==> src/rtl/chaser_pkg.sv <==
// Shared types and helpers for the LED chaser/fader.
// Holds the default figure-8 map, fade/direction enums and level math.
package chaser_pkg;

    localparam logic [23:0] FIGURE8_MAP = 24'hB93988;

    typedef enum logic {
        FADE_SHIFT  = 1'b0,
        FADE_LINEAR = 1'b1
    } fade_mode_e;

    typedef enum logic {
        DIR_REV = 1'b0,
        DIR_FWD = 1'b1
    } dir_e;

    function automatic logic [31:0] sat_dec(input logic [31:0] v);
        return (v == '0) ? '0 : v - 32'd1;
    endfunction

endpackage

==> src/rtl/led_chaser_fader_if.sv <==
// Config inputs and LED/position outputs of the chaser.
// The controller side is master, the chaser core is slave.
interface led_chaser_fader_if #(
    parameter int NUM_LEDS    = 7,
    parameter int SEQ_LEN     = 8,
    parameter int SPEED_WIDTH = 3
);
    localparam int POS_W = $clog2(SEQ_LEN);

    logic                   enable;
    logic [SPEED_WIDTH-1:0] speed;
    logic                   direction;
    logic                   bounce;
    logic                   tail_en;
    logic                   fade_linear;
    logic                   invert;
    logic [NUM_LEDS-1:0]    led_out;
    logic [POS_W-1:0]       pos;
    logic                   step_pulse;

    modport master (
        output enable, speed, direction, bounce,
        output tail_en, fade_linear, invert,
        input  led_out, pos, step_pulse
    );

    modport slave (
        input  enable, speed, direction, bounce,
        input  tail_en, fade_linear, invert,
        output led_out, pos, step_pulse
    );

endinterface

==> src/rtl/led_chaser_fader_channel.sv <==
// One LED channel: brightness level with head/fade update
// and a registered PWM comparator driving the pin.
module led_fade_channel
    import chaser_pkg::*;
#(
    parameter int FADE_WIDTH = 4
) (
    input  logic                  clk,
    input  logic                  reset,
    input  logic                  is_head,
    input  logic                  tail_en,
    input  logic                  fade_tick,
    input  fade_mode_e            fade_mode,
    input  logic                  invert,
    input  logic [FADE_WIDTH-1:0] pwm,
    output logic                  led
);

    logic [FADE_WIDTH-1:0] level;

    // Head relights to full; otherwise clear, decay on tick, or hold.
    always_ff @(posedge clk) begin
        if (reset) begin
            level <= '0;
        end else if (is_head) begin
            level <= '1;
        end else if (!tail_en) begin
            level <= '0;
        end else if (fade_tick) begin
            if (fade_mode == FADE_LINEAR)
                level <= FADE_WIDTH'(sat_dec(32'(level)));
            else
                level <= level >> 1;
        end
    end

    // PWM compare, registered so the pin never glitches.
    always_ff @(posedge clk) begin
        if (reset)
            led <= 1'b0;
        else
            led <= (level > pwm) ^ invert;
    end

endmodule

==> src/rtl/led_chaser_fader.sv <==
// LED chaser with a PWM-faded tail: prescaled step, wrap or
// bounce position walk, map decode and per-LED fade channels.
module led_chaser_fader
    import chaser_pkg::*;
#(
    parameter int NUM_LEDS       = 7,
    parameter int SEQ_LEN        = 8,
    parameter int IDX_W          = 3,
    parameter logic [SEQ_LEN*IDX_W-1:0] SEQ_MAP = FIGURE8_MAP,
    parameter int FADE_WIDTH     = 4,
    parameter int PRESCALE_WIDTH = 23,
    parameter int SPEED_WIDTH    = 3,
    parameter int FADE_DIV_WIDTH = 22
) (
    input logic clk,
    input logic reset,
    led_chaser_fader_if.slave bus
);

    localparam int POS_W = $clog2(SEQ_LEN);
    localparam int PAD   = PRESCALE_WIDTH - SPEED_WIDTH;
    localparam logic [POS_W-1:0] LAST = POS_W'(SEQ_LEN - 1);

    logic [PRESCALE_WIDTH-1:0] cnt;
    logic [PRESCALE_WIDTH-1:0] thr;
    logic                      step;
    logic [POS_W-1:0]          pos;
    dir_e                      dir_q;
    logic                      step_pulse;
    logic [FADE_DIV_WIDTH-1:0] fdiv;
    logic                      fade_tick;
    logic [FADE_WIDTH-1:0]     pwm;
    logic [IDX_W-1:0]          head_idx;
    logic [NUM_LEDS-1:0]       led;

    assign thr       = {bus.speed, {PAD{1'b1}}};
    assign step      = bus.enable && (cnt >= thr);
    assign fade_tick = &fdiv;
    assign head_idx  = SEQ_MAP[int'(pos)*IDX_W +: IDX_W];

    // Step prescaler; >= so a lowered speed fires promptly.
    always_ff @(posedge clk) begin
        if (reset)
            cnt <= '0;
        else if (bus.enable)
            cnt <= step ? '0 : cnt + 1'b1;
    end

    // Position/direction walk; bounce never repeats an end.
    always_ff @(posedge clk) begin
        if (reset) begin
            pos        <= '0;
            dir_q      <= DIR_FWD;
            step_pulse <= 1'b0;
        end else begin
            step_pulse <= step;
            if (!bus.bounce)
                dir_q <= dir_e'(bus.direction);
            if (step) begin
                if (bus.bounce) begin
                    unique case (dir_q)
                        DIR_FWD: begin
                            if (pos == LAST) begin
                                dir_q <= DIR_REV;
                                pos   <= LAST - 1'b1;
                            end else begin
                                pos <= pos + 1'b1;
                            end
                        end
                        DIR_REV: begin
                            if (pos == '0) begin
                                dir_q <= DIR_FWD;
                                pos   <= POS_W'(1);
                            end else begin
                                pos <= pos - 1'b1;
                            end
                        end
                    endcase
                end else if (bus.direction) begin
                    pos <= (pos == LAST) ? '0 : pos + 1'b1;
                end else begin
                    pos <= (pos == '0) ? LAST : pos - 1'b1;
                end
            end
        end
    end

    // Free-running fade divider and PWM counter; run while paused.
    always_ff @(posedge clk) begin
        if (reset) begin
            fdiv <= '0;
            pwm  <= '0;
        end else begin
            fdiv <= fdiv + 1'b1;
            pwm  <= pwm + 1'b1;
        end
    end

    for (genvar i = 0; i < NUM_LEDS; i++) begin : g_chan
        led_fade_channel #(
            .FADE_WIDTH (FADE_WIDTH)
        ) u_chan (
            .clk       (clk),
            .reset     (reset),
            .is_head   (head_idx == IDX_W'(i)),
            .tail_en   (bus.tail_en),
            .fade_tick (fade_tick),
            .fade_mode (fade_mode_e'(bus.fade_linear)),
            .invert    (bus.invert),
            .pwm       (pwm),
            .led       (led[i])
        );
    end

    assign bus.led_out    = led;
    assign bus.pos        = pos;
    assign bus.step_pulse = step_pulse;

endmodule

==> src/flat_wrapper.sv <==
// flat-port wrapper written by rule: the top's interface ports become plain ports
module led_chaser_fader_flat import chaser_pkg::*;
#(
    parameter int NUM_LEDS       = 7,
    parameter int SEQ_LEN        = 8,
    parameter int IDX_W          = 3,
    parameter logic [SEQ_LEN*IDX_W-1:0] SEQ_MAP = FIGURE8_MAP,
    parameter int FADE_WIDTH     = 4,
    parameter int PRESCALE_WIDTH = 23,
    parameter int SPEED_WIDTH    = 3,
    parameter int FADE_DIV_WIDTH = 22
)
  (clk, reset, bus_enable, bus_speed, bus_direction, bus_bounce, bus_tail_en, bus_fade_linear, bus_invert, bus_led_out, bus_pos, bus_step_pulse);
  led_chaser_fader_if #(.NUM_LEDS(NUM_LEDS), .SEQ_LEN(SEQ_LEN), .SPEED_WIDTH(SPEED_WIDTH)) bus_i ();
  input logic clk;
  input logic reset;
  input wire logic [$bits(bus_i.enable)-1:0] bus_enable;
  input wire logic [$bits(bus_i.speed)-1:0] bus_speed;
  input wire logic [$bits(bus_i.direction)-1:0] bus_direction;
  input wire logic [$bits(bus_i.bounce)-1:0] bus_bounce;
  input wire logic [$bits(bus_i.tail_en)-1:0] bus_tail_en;
  input wire logic [$bits(bus_i.fade_linear)-1:0] bus_fade_linear;
  input wire logic [$bits(bus_i.invert)-1:0] bus_invert;
  output wire logic [$bits(bus_i.led_out)-1:0] bus_led_out;
  output wire logic [$bits(bus_i.pos)-1:0] bus_pos;
  output wire logic [$bits(bus_i.step_pulse)-1:0] bus_step_pulse;
  assign bus_i.enable = bus_enable;
  assign bus_i.speed = bus_speed;
  assign bus_i.direction = bus_direction;
  assign bus_i.bounce = bus_bounce;
  assign bus_i.tail_en = bus_tail_en;
  assign bus_i.fade_linear = bus_fade_linear;
  assign bus_i.invert = bus_invert;
  assign bus_led_out = bus_i.led_out;
  assign bus_pos = bus_i.pos;
  assign bus_step_pulse = bus_i.step_pulse;
  led_chaser_fader #(.NUM_LEDS(NUM_LEDS), .SEQ_LEN(SEQ_LEN), .IDX_W(IDX_W), .SEQ_MAP(SEQ_MAP), .FADE_WIDTH(FADE_WIDTH), .PRESCALE_WIDTH(PRESCALE_WIDTH), .SPEED_WIDTH(SPEED_WIDTH), .FADE_DIV_WIDTH(FADE_DIV_WIDTH)) u_core (.clk(clk), .reset(reset), .bus(bus_i));
endmodule
==> config.mk <==
export PLATFORM = sky130hd
export DESIGN_NAME = led_chaser_fader_flat
export DESIGN_NICKNAME = d
export VERILOG_FILES = /design/src/rtl/chaser_pkg.sv /design/src/rtl/led_chaser_fader_if.sv /design/src/rtl/led_chaser_fader_channel.sv /design/src/rtl/led_chaser_fader.sv /design/src/flat_wrapper.sv
export SDC_FILE = /design/constraint.sdc
export NUM_CORES = 1
export LEC_CHECK = 0
export CAP_MARGIN = 30
export CORE_AREA = 8 8 120 122
export DETAILED_ROUTE_END_ITERATION = 16
export DIE_AREA = 0 0 128 130
export GPL_ROUTABILITY_DRIVEN = 0
export PLACE_DENSITY = 0.58
export RECOVER_POWER = 25
export SLEW_MARGIN = 20
export SYNTH_ARGS = -nofsm -noshare
export SYNTH_HDL_FRONTEND = slang
export SYNTH_HIERARCHICAL = 1
export SYNTH_SLANG_ARGS = --single-unit
==> constraint.sdc <==
create_clock -name clk -period 3.2 [get_ports clk]
set_input_delay 0.32 -clock clk [delete_from_list [all_inputs] [get_ports clk]]
set_output_delay 0.32 -clock clk [all_outputs]
set_load 0.005 [all_outputs]
# Word-level counts from Yosys, hierarchy flattened
# Index checks and enable logic that the tools add are counted.
# classes
add_sub_neg	12
n_mul	1
magnitude_cmp	8
n_eq_ne	14
n_shift	1
muxes	49
n_bitwise	8
n_reduce_logical	11
# op_table
operator	count
two-way mux 4 bit	35
variable part select 24 x 32 -> 3 bit (first input constant)	1
greater-than comparator 4 bit	7
logical NOT 4 bit	7
subtractor 4 x 1 -> 4 bit (second input constant)	7
adder 23 x 1 -> 23 bit (second input constant)	1
greater-or-equal comparator 23 bit	1
two-way mux 23 bit	1
adder 22 x 1 -> 22 bit (second input constant)	1
AND reduction 22 bit	1
inequality test 3 x 1 -> 1 bit (second input constant)	7
two-way mux 3 bit	6
== test 3 bit (second input constant)	4
XOR 1 bit	7
== test 3 x 2 -> 1 bit (second input constant)	2
logical NOT 3 bit	2
one-hot mux 3 bit (2 select lines)	1
multiplier 3 x 2 -> 5 bit (second input constant)	1
two-way mux 1 bit	5
adder 4 x 1 -> 4 bit (second input constant)	1
adder 3 x 1 -> 3 bit (second input constant)	1
== test 3 x 1 -> 1 bit (second input constant)	1
subtractor 3 x 1 -> 3 bit (second input constant)	1
one-hot mux 1 bit (2 select lines)	1
other kinds (2)	2
# totals
reg_bits	89
in_bits	11
output_inout_bits	11

# Logic depth before layout (Yosys ltp)
# logic_depth
word_depth	6
ltp_mapped	8
mapped_depth_nobuf	8

# Modules after synthesis
# Netlist, hierarchy kept.
# by_module_without_submodules
module	n_inst	cells_each	area_each_um2	seq_area_each_um2
led_fade_channel	7	48	385.4	100.1
led_chaser_fader	1	312	2671.3	1081.0

# Least setup slack after synthesis
# OpenSTA, ideal clock, no wires.
# synth_path
path_kind	register -> register
startpoint	register u_core.fdiv[0]
endpoint	register u_core.g_chan[0].u_chan.level[3]
setup_ns	0.070
arrival_ns	2.804
t_required_ns	3.130
setup_slack_ns	0.326
path_stages_with_launch	9
period_less_slack_ns	2.874
cell_sequence	dfxtp_1 ha_1 nand4_1 nor4_2 and3_1 nand2_2 a211oi_2 a41oi_1 a21oi_1
# synth_between
elab_chain_len	2
# synth_lines
element	line_no	source
from (decl)	led_chaser_fader.sv:30	logic [FADE_DIV_WIDTH-1:0] fdiv;
from (signal assigned)	led_chaser_fader.sv:94	fdiv <= fdiv + 1'b1;
AND reduction 22 bit	led_chaser_fader.sv:38	assign fade_tick = &fdiv;
net u_core.fade_tick	led_chaser_fader.sv:31	logic fade_tick;
inequality test 3 x 1 -> 1 bit (no line)	--	
to (signal assigned)	led_chaser_fader_channel.sv:31	level <= FADE_WIDTH'(sat_dec(32'(level)));
to (signal assigned)	led_chaser_fader_channel.sv:33	level <= level >> 1;
to (decl)	led_chaser_fader_channel.sv:19	logic [FADE_WIDTH-1:0] level;
# The timed path passes the listed nets, and every way through them passes these cells.
# A chain may end at the register's enable or synchronous reset.

# Final worst setup path
# layout_path
startpoint	register u_core.fdiv[0]
endpoint	register u_core.g_chan[3].u_chan.level[3]
# layout_between
elab_chain_len	2
# layout_lines
element	line_no
AND reduction 22 bit	led_chaser_fader.sv:38
net u_core.fade_tick	led_chaser_fader.sv:31
inequality test 3 x 1 -> 1 bit (no line)	--
to (signal assigned)	led_chaser_fader_channel.sv:31
to (signal assigned)	led_chaser_fader_channel.sv:33
to (decl)	led_chaser_fader_channel.sv:19
# The timed path passes the listed nets, and every way through them passes these cells.

==> summary.md <==
| Metric | Value |
|---|---|
| Fin cells | `853` |
| Die Area | `16600 µm²` |
| Clk slew on worst S/H paths | `60 ps` |
| Per-cell routed wire length | `14.0 µm` |
| Mapped Area | `5370 µm²` |
| # setup viols final | `0` |
| Port Buffers | `21` |
| Top cell type's share of synthesized area | `33.2%` |
| Die Span Y | `130 µm` |
| Vias/cell | `5.53` |
| DP Cell Count | `837` |
| Post-Syn Nets | `706` |
| Critical path class | `flip-flop to flip-flop` |
| Vias in the first global route | `4524` |
| Worst setup EP type | `flip-flop` |
| Syn. warnings | `6` |
| Final setup TNS | `0 ps` |
| RR Startpoint | `u_core/fdiv[0]` |
| Biggest area consumer among synthesized cells | `dfxtp_1` |
| Most used DFF post-synth | `dfxtp_1` |
| Leakage | `2.18 nW` |
| Share of cells above drive strength 1 | `7.64%` |
| R2R Path End | `u_core/g_chan[3].u_chan/level[3]` |
| Final hold vios | `0` |
| Peak VDD IR | `0.197 mV` |
| Area grow syn2layout | `13.7%` |
| Fin crit period | `2610 ps` |
| Worst-Skew Late Latency | `350 ps` |
| Post-CTS Setup Inserts | `0` |
| # IOs | `22` |
| Antenna violations before repair | `0` |
| WP data arrival | `2870 ps` |
| CTS root buffer | `clkbuf_16` |
| Clk sinks | `89` |
| Post-synth cell types | `49` |
| Residual DRC | `0` |
| Max Slew Vio Count | `32` |
| Initial drt markers | `291` |
| Critical path data required time | `3450 ps` |
| Post-DP HPWL | `8.31 mm` |
| Row count | `41` |
| Cell count after synthesis | `648` |
| Pin count of the biggest net entering global routing | `50` |
| Unrepaired setup endpoints after global routing | `no` |
| Power Density | `397 nW/µm²` |
| Clk_skew | `6.29 ps` |
| Synthesized area per cell | `8.29 µm²` |
| Max Freq | `0.382 GHz` |
| Slew @ Worst Pin | `1520 ps` |
| Violated checks | `capacitance limit, slew limit` |
| ANT nets after route | `0` |
| Hold Buf Count CTS | `0` |
| Max clock buf depth | `2` |
| Status | `complete, but fails checks` |
| Worst setup margin | `586 ps` |
| Total wire length | `11.9 mm` |
| Starting Density | `43.2%` |
| Hold WC Path Type | `flip-flop to flip-flop` |
| Reg2Reg Setup Slack | `590 ps` |
| Total power draw | `0.00242 W` |
| Number of synthesized flops with an enable pin | `0` |
| Critical Path Start Type | `flip-flop` |
| Crit-path max FO | `49` |
| GRT Overall Usage | `15.0%` |
| Post_cts resized | `0` |
| First-pass GRT wire length | `20.5 mm` |
| Die Width | `128 µm` |
| Worst slew margin | `-1.04%` |
| Final period util | `81.7%` |
| DP Worst Slack | `603 ps` |
| H-tree levels | `3` |
| Hold path start | `u_core/fdiv[0]` |
| Hold path depth | `1` |
| Pre-Repair DR Iteration Count | `4` |
| Fill count | `1234` |
| Path depth of the worst reg2reg path | `9` |
| Hold WS | `457 ps` |
| Post-synthesis sequential area ratio | `33.2%` |
| Cts bufs inserted | `9` |
| Max Cap Viol | `1` |
| Diodes inserted | `0` |
| Vias | `4721` |
| Core Box Area | `12400 µm²` |
| Worst setup path startpoint | `u_core/fdiv[0]` |
| Ys async rst share | `0%` |
| #FFs+latches synth | `89` |
| GRT overflow | `0` |
| Synth area leaders | `dfxtp_1 (33%), ha_1 (11%), inv_1 (5.7%)` |
| Endpoint of the worst hold path | `u_core/fdiv[0]` |
| Fin nets | `734` |
| CTS tree | `yes` |
cell usage in the layout, fill, tap and decap left out, types with 6 or more instances in the layout:
| master | count |
|---|---|
| dfxtp_1 | 89 |
| nand3_1 | 24 |
| a2111oi_0 | 7 |
| clkdlybuf4s50_1 | 12 |
| clkbuf_16 | 9 |
| a41oi_1 | 7 |
| or4_1 | 7 |
| ha_1 | 47 |
| nor3_1 | 15 |
| nor2_1 | 60 |
| o32ai_1 | 7 |
| a21oi_1 | 30 |
| a31oi_1 | 14 |
| o22ai_1 | 7 |
| dlygate4sd3_1 | 8 |
| nand4_1 | 25 |
| nand2_1 | 32 |
| and4_1 | 6 |
| nor2_4 | 7 |
| o21ai_0 | 34 |
| nand2b_1 | 18 |
| or3_1 | 7 |
| o31ai_1 | 16 |
| inv_1 | 82 |
| a211oi_1 | 8 |
| a32oi_1 | 7 |
| a211oi_2 | 7 |
| nand2_2 | 7 |
| xor2_1 | 19 |
| xnor2_1 | 17 |
flip-flops by register name (all words and copies together) (netlist names):
register,cells
u_core/dir_q,1
u_core/pwm,4
u_core/bus.pos,3
u_core/g_chan.u_chan/led,7
u_core/g_chan.u_chan/level,28
u_core/cnt,23
u_core/fdiv,22
u_core/bus.step_pulse,1
cell type report:
cell class                      instances  area, µm²  area share, %
Sequential cell                        89       1780           29.2
Tap cell                              172        215           3.52
Inverter                               82        308           5.04
Timing Repair Buffer                   27        274           4.49
Clock buffer                           12        246           4.04
Clock inverter                          4       52.6          0.860
Multi-Input combinational cell        467       3230           52.9
how the worst max path moves through the flow:
stage	end	slack (ps)	cells after the start
final	u_core/g_chan[3].u_chan/level[3]	590	9
after detailed placement	u_core/g_chan[3].u_chan/level[3]	600	9
after floorplan	u_core/g_chan[0].u_chan/level[3]	330	8
after CTS	u_core/g_chan[3].u_chan/level[3]	580	9
after global placement	u_core/g_chan[6].u_chan/level[3]	730	9
after global routing	u_core/g_chan[4].u_chan/level[3]	280	9
layer usage:
layer	GRT usage (%)	vias up	part of all wire, %
met5	0	-	0
met4	7.41	0	1.6
met3	3.26	12	4.6
met2	24.6	91	46
met1	18.2	2224	48
li1	-	2394	-
report_power, final:
group	switching, W	internal, W	total (W)
Combinational	0.000115	0.0000902	0.000205
Clock	0.000438	0.000628	0.00107
Sequential	0.0000229	0.00113	0.00115
Total	0.000575	0.00185	0.00242
synth_stat cells (all sizes together) (14+ instances only):
master / n
dfxtp: 89
nand3: 24
xnor2: 17
inv: 82
nor3: 20
nand4: 27
nand2b: 18
o21ai: 34
a21oi: 31
nor2: 67
ha: 47
a31oi: 14
nand2: 39
xor2: 19
a211oi: 15
o31ai: 16
stage by stage:
stage / util (%) / instance area (µm²)
2_1_floorplan: - / 5370
4_1_cts: 49.2 / 6110
3_5_place_dp: 46.8 / 5810
3_3_place_gp: 46.8 / 5810
5_1_grt: 49.2 / 6110
6_report: 49.2 / 6110
worst max-delay path: stages (launching register included):
cell,delay [ps]
dfxtp_1,360
ha_1,220
nand4_1,180
nor4_2,500
and3_1,280
buf_12,240
nand2_2,90
a211oi_2,310
a41oi_1,170
a21oi_1,160
cell families after synthesis:
group           Yosys count  share of synthesized area [%]
flops                    89                           33.2
xor+xnor                 36                           5.87
buf+inv                  92                           6.67
simple gates            233                           24.3
fa+ha+maj                47                           11.0
compound gates          151                           19.1
Power figures use the tool's default switching activity.
